===== config.mk =====
export PLATFORM = sky130hd
export DESIGN_NAME = result_uart_tx
export DESIGN_NICKNAME = d
export VERILOG_FILES = /design/src/rtl/result_uart_tx_pkg.sv /design/src/rtl/result_uart_tx_uart_byte_tx.sv /design/src/rtl/result_uart_tx.sv
export SDC_FILE = /design/constraint.sdc
export NUM_CORES = 1
export LEC_CHECK = 0
export CORE_MARGIN = 8
export CORE_UTILIZATION = 40
export CTS_BUF_LIST = sky130_fd_sc_hd__clkbuf_4 sky130_fd_sc_hd__clkbuf_8
export CTS_CLUSTER_DIAMETER = 120
export DETAILED_ROUTE_END_ITERATION = 12
export PLACE_DENSITY = 0.66
export SYNTH_ARGS = -nofsm -noshare
export SYNTH_HDL_FRONTEND = slang
export SYNTH_SLANG_ARGS = --single-unit
export TNS_END_PERCENT = 100

===== constraint.sdc =====
create_clock -name Clk -period 3.49 [get_ports Clk]
set_input_delay 0.8725 -clock Clk [delete_from_list [all_inputs] [get_ports Clk]]
set_output_delay 0.8725 -clock Clk [all_outputs]
set_load 0.05 [all_outputs]

===== src/rtl/result_uart_tx_pkg.sv =====
// Shared types and defaults for the result UART reporter.
package result_uart_tx_pkg;

    localparam int         FRAME_BYTES          = 9;
    localparam int         CLKS_PER_BIT_DEFAULT = 868;   // 100 MHz / 115200
    localparam logic [7:0] SYNC_BYTE_DEFAULT    = 8'hA5;

    typedef enum logic [1:0] {
        F_IDLE,
        F_SEND,
        F_DONE
    } frame_state_t;

    typedef enum logic [1:0] {
        B_IDLE,
        B_START,
        B_DATA,
        B_STOP
    } byte_state_t;

    function automatic logic [7:0] frame_byte(input logic [3:0]  idx,
                                              input logic [7:0]  sync,
                                              input logic [31:0] v0,
                                              input logic [31:0] v1);
        logic [7:0] b;
        case (idx)
            4'd0:    b = sync;
            4'd1:    b = v0[31:24];
            4'd2:    b = v0[23:16];
            4'd3:    b = v0[15:8];
            4'd4:    b = v0[7:0];
            4'd5:    b = v1[31:24];
            4'd6:    b = v1[23:16];
            4'd7:    b = v1[15:8];
            4'd8:    b = v1[7:0];
            default: b = 8'h00;
        endcase
        return b;
    endfunction

endpackage


===== src/rtl/result_uart_tx_uart_byte_tx.sv =====
// 8N1 byte serializer, LSB first; Tx is registered and trails the state by one cycle.
// state   | meaning
// B_IDLE  | line high, waiting for Start
// B_START | start bit (0)
// B_DATA  | data bits d0..d7
// B_STOP  | stop bit (1); may chain straight into the next byte
module uart_byte_tx
    import result_uart_tx_pkg::*;
#(
    parameter int CLKS_PER_BIT = CLKS_PER_BIT_DEFAULT
) (
    input  logic       Clk,
    input  logic       Reset,
    input  logic [7:0] Data,
    input  logic       Start,
    output logic       Tx,
    output logic       Done
);

    localparam int            CW       = (CLKS_PER_BIT > 1) ? $clog2(CLKS_PER_BIT) : 1;
    localparam logic [CW-1:0] CNT_LAST = CW'(CLKS_PER_BIT - 1);
    localparam logic [CW-1:0] CNT_DONE = CW'(CLKS_PER_BIT - 2);

    byte_state_t   state_q;
    logic [CW-1:0] cnt_q;
    logic [2:0]    bit_q;
    logic [7:0]    data_q;
    logic          tx_q;
    logic          bit_end;

    assign bit_end = (cnt_q == CNT_LAST);

    always_ff @(posedge Clk) begin
        if (!Reset) begin
            state_q <= B_IDLE;
            cnt_q   <= '0;
            bit_q   <= '0;
            data_q  <= '0;
            tx_q    <= 1'b1;
        end else begin
            case (state_q)
                B_IDLE: begin
                    tx_q <= 1'b1;
                    if (Start) begin
                        data_q  <= Data;
                        cnt_q   <= '0;
                        state_q <= B_START;
                    end
                end
                B_START: begin
                    tx_q <= 1'b0;
                    if (bit_end) begin
                        cnt_q   <= '0;
                        bit_q   <= '0;
                        state_q <= B_DATA;
                    end else begin
                        cnt_q <= cnt_q + CW'(1);
                    end
                end
                B_DATA: begin
                    tx_q <= data_q[bit_q];
                    if (bit_end) begin
                        cnt_q <= '0;
                        if (bit_q == 3'd7) state_q <= B_STOP;
                        else               bit_q   <= bit_q + 3'd1;
                    end else begin
                        cnt_q <= cnt_q + CW'(1);
                    end
                end
                B_STOP: begin
                    tx_q <= 1'b1;
                    if (bit_end) begin
                        cnt_q <= '0;
                        if (Start) begin
                            data_q  <= Data;
                            state_q <= B_START;
                        end else begin
                            state_q <= B_IDLE;
                        end
                    end else begin
                        cnt_q <= cnt_q + CW'(1);
                    end
                end
                default: state_q <= B_IDLE;
            endcase
        end
    end

    // Done leads the end of the stop bit so the caller can present the next byte in time.
    assign Done = (state_q == B_STOP) && (cnt_q == CNT_DONE);
    assign Tx   = tx_q;

endmodule


===== src/rtl/result_uart_tx.sv =====
// Sends a 9-byte snapshot of v0/v1 over UART whenever either value changes or a send is forced.
// state  | meaning
// F_IDLE | compare inputs against snapshot, launch on trigger
// F_SEND | feeding bytes 0..8 to the serializer
// F_DONE | frame complete, bump counter
module result_uart_tx
    import result_uart_tx_pkg::*;
#(
    parameter int         CLKS_PER_BIT = CLKS_PER_BIT_DEFAULT,
    parameter logic [7:0] SYNC_BYTE    = SYNC_BYTE_DEFAULT
) (
    input  logic        Clk,
    input  logic        Reset,
    input  logic [31:0] v0_In,
    input  logic [31:0] v1_In,
    input  logic        Force_Send,
    output logic        Tx,
    output logic        Busy,
    output logic [7:0]  Frames_Sent
);

    frame_state_t f_state_q;
    logic [31:0]  snap_v0_q;
    logic [31:0]  snap_v1_q;
    logic [3:0]   byte_idx_q;
    logic         pend_q;
    logic         busy_q;
    logic [1:0]   launch_q;
    logic [7:0]   frames_q;
    logic         trig;
    logic         launch;
    logic         byte_done;
    logic         byte_start;
    logic [7:0]   byte_data;

    assign trig       = Force_Send | pend_q | (v0_In != snap_v0_q) | (v1_In != snap_v1_q);
    assign launch     = (f_state_q == F_IDLE) && trig;
    assign byte_start = (f_state_q == F_SEND);
    assign byte_data  = frame_byte(byte_idx_q, SYNC_BYTE, snap_v0_q, snap_v1_q);

    always_ff @(posedge Clk) begin
        if (!Reset) begin
            f_state_q  <= F_IDLE;
            snap_v0_q  <= '0;
            snap_v1_q  <= '0;
            byte_idx_q <= '0;
            pend_q     <= 1'b0;
            busy_q     <= 1'b0;
            launch_q   <= '0;
            frames_q   <= '0;
        end else begin
            // launch_q tracks the two-cycle hop from trigger to the first start bit
            launch_q <= {launch_q[0], launch};
            pend_q   <= (f_state_q != F_IDLE) ? (pend_q | Force_Send) : 1'b0;

            if (f_state_q == F_IDLE) busy_q <= 1'b0;
            else if (launch_q[1])    busy_q <= 1'b1;

            case (f_state_q)
                F_IDLE: begin
                    if (trig) begin
                        snap_v0_q  <= v0_In;
                        snap_v1_q  <= v1_In;
                        byte_idx_q <= '0;
                        f_state_q  <= F_SEND;
                    end
                end
                F_SEND: begin
                    if (byte_done) begin
                        if (byte_idx_q == 4'(FRAME_BYTES - 1)) f_state_q  <= F_DONE;
                        else                                   byte_idx_q <= byte_idx_q + 4'd1;
                    end
                end
                F_DONE: begin
                    frames_q  <= frames_q + 8'd1;
                    f_state_q <= F_IDLE;
                end
                default: f_state_q <= F_IDLE;
            endcase
        end
    end

    uart_byte_tx #(
        .CLKS_PER_BIT(CLKS_PER_BIT)
    ) u_byte_tx (
        .Clk  (Clk),
        .Reset(Reset),
        .Data (byte_data),
        .Start(byte_start),
        .Tx   (Tx),
        .Done (byte_done)
    );

    assign Busy        = busy_q;
    assign Frames_Sent = frames_q;

endmodule


==> results of run 1 <==
worst max path at each step:
stage	start	to	slack (ns)	cells after the start
5_1_grt	v1_In[27]	snap_v0_q[31]	0.46	8
6_report	v0_In[16]	snap_v1_q[8]	0.63	8
2_1_floorplan	v1_In[11]	snap_v0_q[13]	1.18	8
3_5_place_dp	v1_In[27]	snap_v1_q[8]	0.26	8
3_3_place_gp	v1_In[27]	snap_v0_q[31]	0.24	8
4_1_cts	v1_In[27]	snap_v1_q[8]	0.66	8
power breakdown:
part	leakage, nW	total (W)	internal, W	switching, W
Combinational	1.56	0.000777	0.000337	0.000440
Sequential	0.877	0.00147	0.00134	0.000136
Clock	0.112	0.000888	0.000412	0.000476
worst register-to-register path: stages, from the launching register on:
cell,delay (ns)
dfxtp_1,0.42
inv_1,0.11
ha_1,0.35
a22o_1,0.25
a2111oi_0,0.64
a311oi_1,0.16
a31oi_1,0.30
a211oi_2,0.10
sequential cells by signal, indices dropped and copies added, names as in the netlist, 2 cells and up:
| signal | flops |
|---|---|
| snap_v0_q | 32 |
| snap_v1_q | 32 |
| u_byte_tx.cnt_q | 10 |
| Frames_Sent | 8 |
| u_byte_tx.data_q | 8 |
| byte_idx_q | 4 |
| u_byte_tx.bit_q | 3 |
| f_state_q | 2 |
| launch_q | 2 |
| u_byte_tx.state_q | 2 |
stage by stage:
stage	worst slack, ns	std cells	utilization [%]	total power (W)
2_1_floorplan	1.181	851	-	0.001996
3_3_place_gp	0.2442	1081	45.94	0.002253
3_5_place_dp	0.2551	1081	45.94	0.002265
4_1_cts	0.6610	1097	47.25	0.003144
5_1_grt	0.4633	1097	47.25	0.003312
6_report	0.6280	1097	47.25	0.003138
synthesized netlist by cell type, types with 4 or more instances:
cell / number
o21ai_1: 5
a21oi_1: 11
buf_4: 7
buf_2: 15
inv_1: 21
o21ai_0: 5
dfxtp_1: 106
nor2_1: 37
a222oi_1: 5
nand4_1: 145
a311oi_1: 8
xor2_1: 21
ha_1: 15
nor4_1: 7
nand2_1: 82
a31oi_1: 13
xnor2_1: 40
nand2b_1: 5
o22ai_1: 4
o2111ai_1: 65
nand3_1: 10
clkbuf_1: 69
a211oi_1: 7
a22oi_1: 14
a2111oi_0: 6
nor2b_1: 20
nand4b_1: 63
layout make-up:
type	count	area share (%)
Multi-Input combinational cell	632	54.43
Sequential cell	106	26.14
Timing Repair Buffer	96	12.16
Tap cell	225	3.468
Clock buffer	9	1.526
Clock inverter	7	1.249
Inverter	22	1.017
routing by layer:
metal	part of all wire, %	GRT usage [%]	up-vias	wire length, um
met3	5.6	3.494	25	1219
met4	1.6	5.456	0	356
li1	-	-	3369	-
met1	46	26.60	3329	10050
met2	46	29.13	233	10020
met5	0	0	-	0
logic make-up after synthesis:
group	after synthesis	synth area share [%]
muxes	6	1.235
xor gates and xnor gates	61	7.641
and+or+nand+nor	392	33.41
buffers and inverters	113	6.711
adders and majority gates	15	2.684
DFF	106	30.35
AOI/OAI and AO/OA	158	17.97
==> impl_metrics.csv, run 1 <==
group,metric,value,unit
grt,overflow,0,
power_and_ir_drop,power_leakage,2.547,nW
timing,max_freq,0.3494,GHz
worst_hold_path,holdPathStages,1,
timing,finalSetupTns,0,ns
grt,grt_pass1_vias,5781,
clock_network,cts_sinks,106,
job,drv_cap,0,
layout,fin_area,8117,um2
placed_design,numPortBuffers,76,
synthesis,synthTopCellsByArea,"dfxtp_1 30%, nand4_1 13%, o2111ai_1 8.1%",
power_and_ir_drop,ir_worst_vdd,222.2,uV
layout,insertedDiodeCount,0,
timing,post-route-period-util,82.01,%
synthesis,synth_top_cell_area_share,30.35,%
route,wire_per_inst,19.73,um
clock_network,cts_buffer_depth,2,
critical_path,cp-start-kind,"primary input",
layout,fin_nets,949,
layout,areaGrowthSynthToFinish,16.09,%
route,firstDrtPassIters,5,
synthesis,ys_ff_latch,106,
synthesis,synth_async_sr_flop_share,0,%
critical_path,endpoint_kind,"flip-flop",
route,routed_wl,21650,um
clock_network,post_cts_buffers,0,
timing,min_period,2.862,ns
timing,hold_violations,0,
layout,seqCellArea,2122,um2
worst_hold_path,hold_class,"flip-flop to flip-flop",
clock_network,ctsResizeCount,0,
die,core_area,17180,um2
timing,fin_skew,0.01602,ns
synthesis,synth_cell_types,56,
critical_path,r2r_cells,7,
clock_network,worstSkewPairLatency,0.40,ns
placed_design,gp_congestion,0.8632,
critical_path,slowest_delay,0.52,ns
die,rows,48,
critical_path,ff2ff_setup_slack,1.00,ns
die,fp.dieH,148.2,um
route,drc,0,
route,drt_iter0_drc,649,
timing,whs,0.4484,ns
critical_path,cp_common_cell,"nand4_1",
synthesis,yosysTopAreaCell,"dfxtp_1",
grt,grt_max_degree,134,
critical_path,worstPathArrival,3.11,ns
synthesis,synth_flop_cell,"dfxtp_1",
timing,setup-violations-final,0,
grt,antenna_found_initial,0,
die,dieArea,21970,um2
critical_path,cp_max_fo,27,
synthesis,yosysSeqAreaShare,30.35,%
clock_network,h-tree-depth,3,
clock_network,clk_pin_slew,0.11,ns
synthesis,ys_warn_count,0,
worst_hold_path,whs_endpoint,"launch_q[1]",
run_status,outcome,"complete, no violations",
critical_path,path_cells,"clkdlybuf4s50_1 -> nor2b_1 -> a2111oi_0 -> nand4_1 -> or2_2 -> buf_4 -> nand4_1 -> o2111ai_1",
layout,nFillCells,1700,
clock_network,numCtsBuffers,9,
die,die-width,148.2,um
clock_network,cts_tree,"built",
layout,drive_above_1_share,5.849,%
route,via_per_inst,6.341,
critical_path,worstReg2RegEnd,"u_byte_tx.data_q[5]",
worst_hold_path,hold_path_startpoint,"launch_q[0]",
route,postRouteAntennaNets,0,
synthesis,postSynthCellCount,851,
layout,multi_input_area,4418,um2
timing,finalMaxSlewViolations,0,
critical_path,cp_slowest_cell,"clkdlybuf4s50_1",
synthesis,synth.avg_cell_area,8.216,um2
grt,grt_use_total,19.02,%
critical_path,crit_required,3.73,ns
critical_path,critical_path_buf_inv_count,2,
clock_network,hold_buffers,0,
grt,grt_pass1_wl,33580,um
die,ios,77,
layout,layout_common_cells,"145 x nand4_1, 106 x dfxtp_1, 82 x nand2_1, 75 x clkdlybuf4s50_1, 65 x o2111ai_1",
critical_path,cp_top_family,"simple AND/OR/NAND/NOR gates",
clock_network,cts_root_buf,"clkbuf_8",
power_and_ir_drop,power_density,386.7,nW/um2
placed_design,dpl.hpwl,15040,um
critical_path,critPathKind,"primary input to flip-flop",
critical_path,r2r-start,"byte_idx_q[0]",
layout,layout_commonest_cell,"nand4_1",
synthesis,mappedNetlistArea,6992,um2
synthesis,synth_edf_count,0,
placed_design,dpl-instance-area,7891,um2
synthesis,syn_nets,933,
timing,worst_pin_slew,1.191,ns
route,vias,6956,
timing,rsz0062_at_grt,"false",
die,initial_utilization,40.71,%
timing,slew_headroom,20.60,%
Power figures use the tool's default switching activity.
==> inputs of run 2 (changes only) <==
==> constraint.sdc (replaced) <==
create_clock -name Clk -period 2.8 [get_ports Clk]
set_input_delay 0.7 -clock Clk [delete_from_list [all_inputs] [get_ports Clk]]
set_output_delay 0.7 -clock Clk [all_outputs]
set_load 0.05 [all_outputs]
==> run 2 against run 1 <==
Against the previous run: flip-flop and latch count did not move; sequential share of layout area fell by 0.71 points; total power rose by 22%; hold slack improved by 0.0026 ns; critical path type unchanged; highest routed layer unchanged.
==> impl_metrics.csv, run 2 (synthesized netlist as in run 1, its figures left out) <==
group,metric,value,unit
worst_hold_path,hold_class,"flip-flop to flip-flop",
run_status,outcome,"complete, no violations",
job,drv_cap,0,
worst_hold_path,holdPathStages,1,
layout,areaGrowthSynthToFinish,19.34,%
route,via_per_inst,6.337,
route,postRouteAntennaNets,0,
route,drc,0,
power_and_ir_drop,power_leakage,2.709,nW
timing,slew_headroom,47.55,%
layout,multi_input_area,4419,um2
critical_path,crit_required,3.05,ns
timing,whs,0.4509,ns
layout,layout_commonest_cell,"nand4_1",
layout,fin_area,8344,um2
grt,grt_pass1_vias,6362,
critical_path,r2r_cells,8,
route,wire_per_inst,19.61,um
critical_path,critPathLaunch,"v1_In[11]",
power_and_ir_drop,ir_worst_vdd,252.5,uV
route,drt-met1-wl,10140,um
timing,fin_skew,0.01317,ns
critical_path,cp-start-kind,"primary input",
timing,fin_ws,0.1523,ns
placed_design,gp_congestion,0.8809,
critical_path,ff2ff_setup_slack,0.52,ns
critical_path,critPathKind,"primary input to flip-flop",
route,vias,7173,
power_and_ir_drop,power_density,457.1,nW/um2
layout,nFillCells,1707,
timing,min_period,2.648,ns
clock_network,clk_pin_slew,0.11,ns
die,ios,77,
layout,reg_top3,"snap_v0_q: 32 flops, snap_v1_q: 32 flops, u_byte_tx.cnt_q: 10 flops",
critical_path,r2r-start,"byte_idx_q[0]",
route,met3_wirelength,1270,um
timing,worst_pin_slew,0.7868,ns
grt,grt_pass1_wl,35220,um
placed_design,dpl-instance-area,8154,um2
layout,fin_nets,984,
clock_network,numCtsBuffers,9,
layout,seqCellArea,2122,um2
die,dieArea,21970,um2
clock_network,cts_tree,"built",
worst_hold_path,whs_endpoint,"launch_q[1]",
layout,insertedDiodeCount,0,
clock_network,post_cts_buffers,0,
die,core_area,17180,um2
timing,max_freq,0.3777,GHz
layout,postLayoutCoreUtil,48.58,%
critical_path,cp_max_fo,18,
route,routed_wl,22190,um
clock_network,cts_sinks,106,
timing,hold_violations,0,
clock_network,cts_root_buf,"clkbuf_8",
route,maxUsedRoutingLayer,"met4",
route,drt_iter0_drc,811,
clock_network,h-tree-depth,3,
grt,antenna_found_initial,0,
die,initial_utilization,40.71,%
timing,setup-violations-final,0,
grt,grt_max_degree,190,
die,rows,48,
critical_path,worstReg2RegEnd,"u_byte_tx.data_q[5]",
critical_path,worstPathArrival,2.90,ns
placed_design,dpl.hpwl,15560,um
die,die-width,148.2,um
route,firstDrtPassIters,6,
critical_path,endpoint_kind,"flip-flop",
timing,finalMaxSlewViolations,0,
placed_design,numPortBuffers,76,
layout,layout_common_cells,"145 x nand4_1, 106 x dfxtp_1, 82 x nand2_1, 75 x clkdlybuf4s50_1, 65 x o2111ai_1",
grt,grt_use_total,19.78,%
clock_network,cts_buffer_depth,2,
worst_hold_path,hold_path_startpoint,"launch_q[0]",
route,met2WireLength,10370,um
die,fp.dieH,148.2,um
layout,drive_above_1_share,9.482,%
placed_design,dp_worst_setup_slack,-0.2159,ns
clock_network,worstSkewPairLatency,0.40,ns
timing,post-route-period-util,94.56,%
timing,rsz0062_at_grt,"false",
grt,overflow,0,
## run 2: timing repair
action                                  in CTS  in global routing
endpoints found under the setup margin       0                  1
hold buffers                                 0                  0
resized for setup                            0                  1
## run 2: per-layer routing
| metal | up-vias | GRT usage [%] |
|---|---|---|
| met1 | 3477 | 26.88 |
| met3 | 25 | 3.646 |
| met4 | 0 | 6.221 |
| li1 | 3437 | - |
| met2 | 234 | 31.00 |
| met5 | - | 0 |
## run 2: where the power goes
part / internal, W / total [W] / leakage [nW] / switching (W)
Combinational: 0.000450 / 0.00100 / 1.73 / 0.000553
Clock: 0.000357 / 0.000975 / 0.0987 / 0.000619
Sequential: 0.00167 / 0.00184 / 0.877 / 0.000169
Total: 0.00247 / 0.00381 / 2.71 / 0.00134
## run 2: critical path, cell delays in order
cell             delay, ns
clkdlybuf4s50_1       0.47
nor2b_1               0.16
a2111oi_0             0.44
nand4_1               0.27
or2_2                 0.38
buf_4                 0.22
nand4_1               0.11
o2111ai_1             0.13
## run 2: worst max path at each step
stage,endpoint,slack (ns)
floorplan,snap_v0_q[13],0.66
global placement,snap_v0_q[14],-0.22
detailed placement,snap_v0_q[28],-0.22
CTS,snap_v1_q[29],0.22
global route,snap_v1_q[20],0.05
finish,snap_v1_q[11],0.15
## run 2: stage by stage
stage	cells	setup TNS, ns	power, W
after floorplan	851	0	0.002488
after global placement	1116	-12.95	0.002846
after detailed placement	1116	-13.58	0.002862
after CTS	1132	0	0.003833
after global routing	1132	0	0.004029
final	1132	0	0.003814
## run 2: final cells by class
type / instances / area share [%]
inverter: 22 / 0.9897
timing repair buffer: 131 / 14.98
clock buffer: 10 / 1.574
tap: 225 / 3.374
sequential: 106 / 25.43
multi-input combinational: 632 / 52.96
clock inverter: 6 / 0.6898
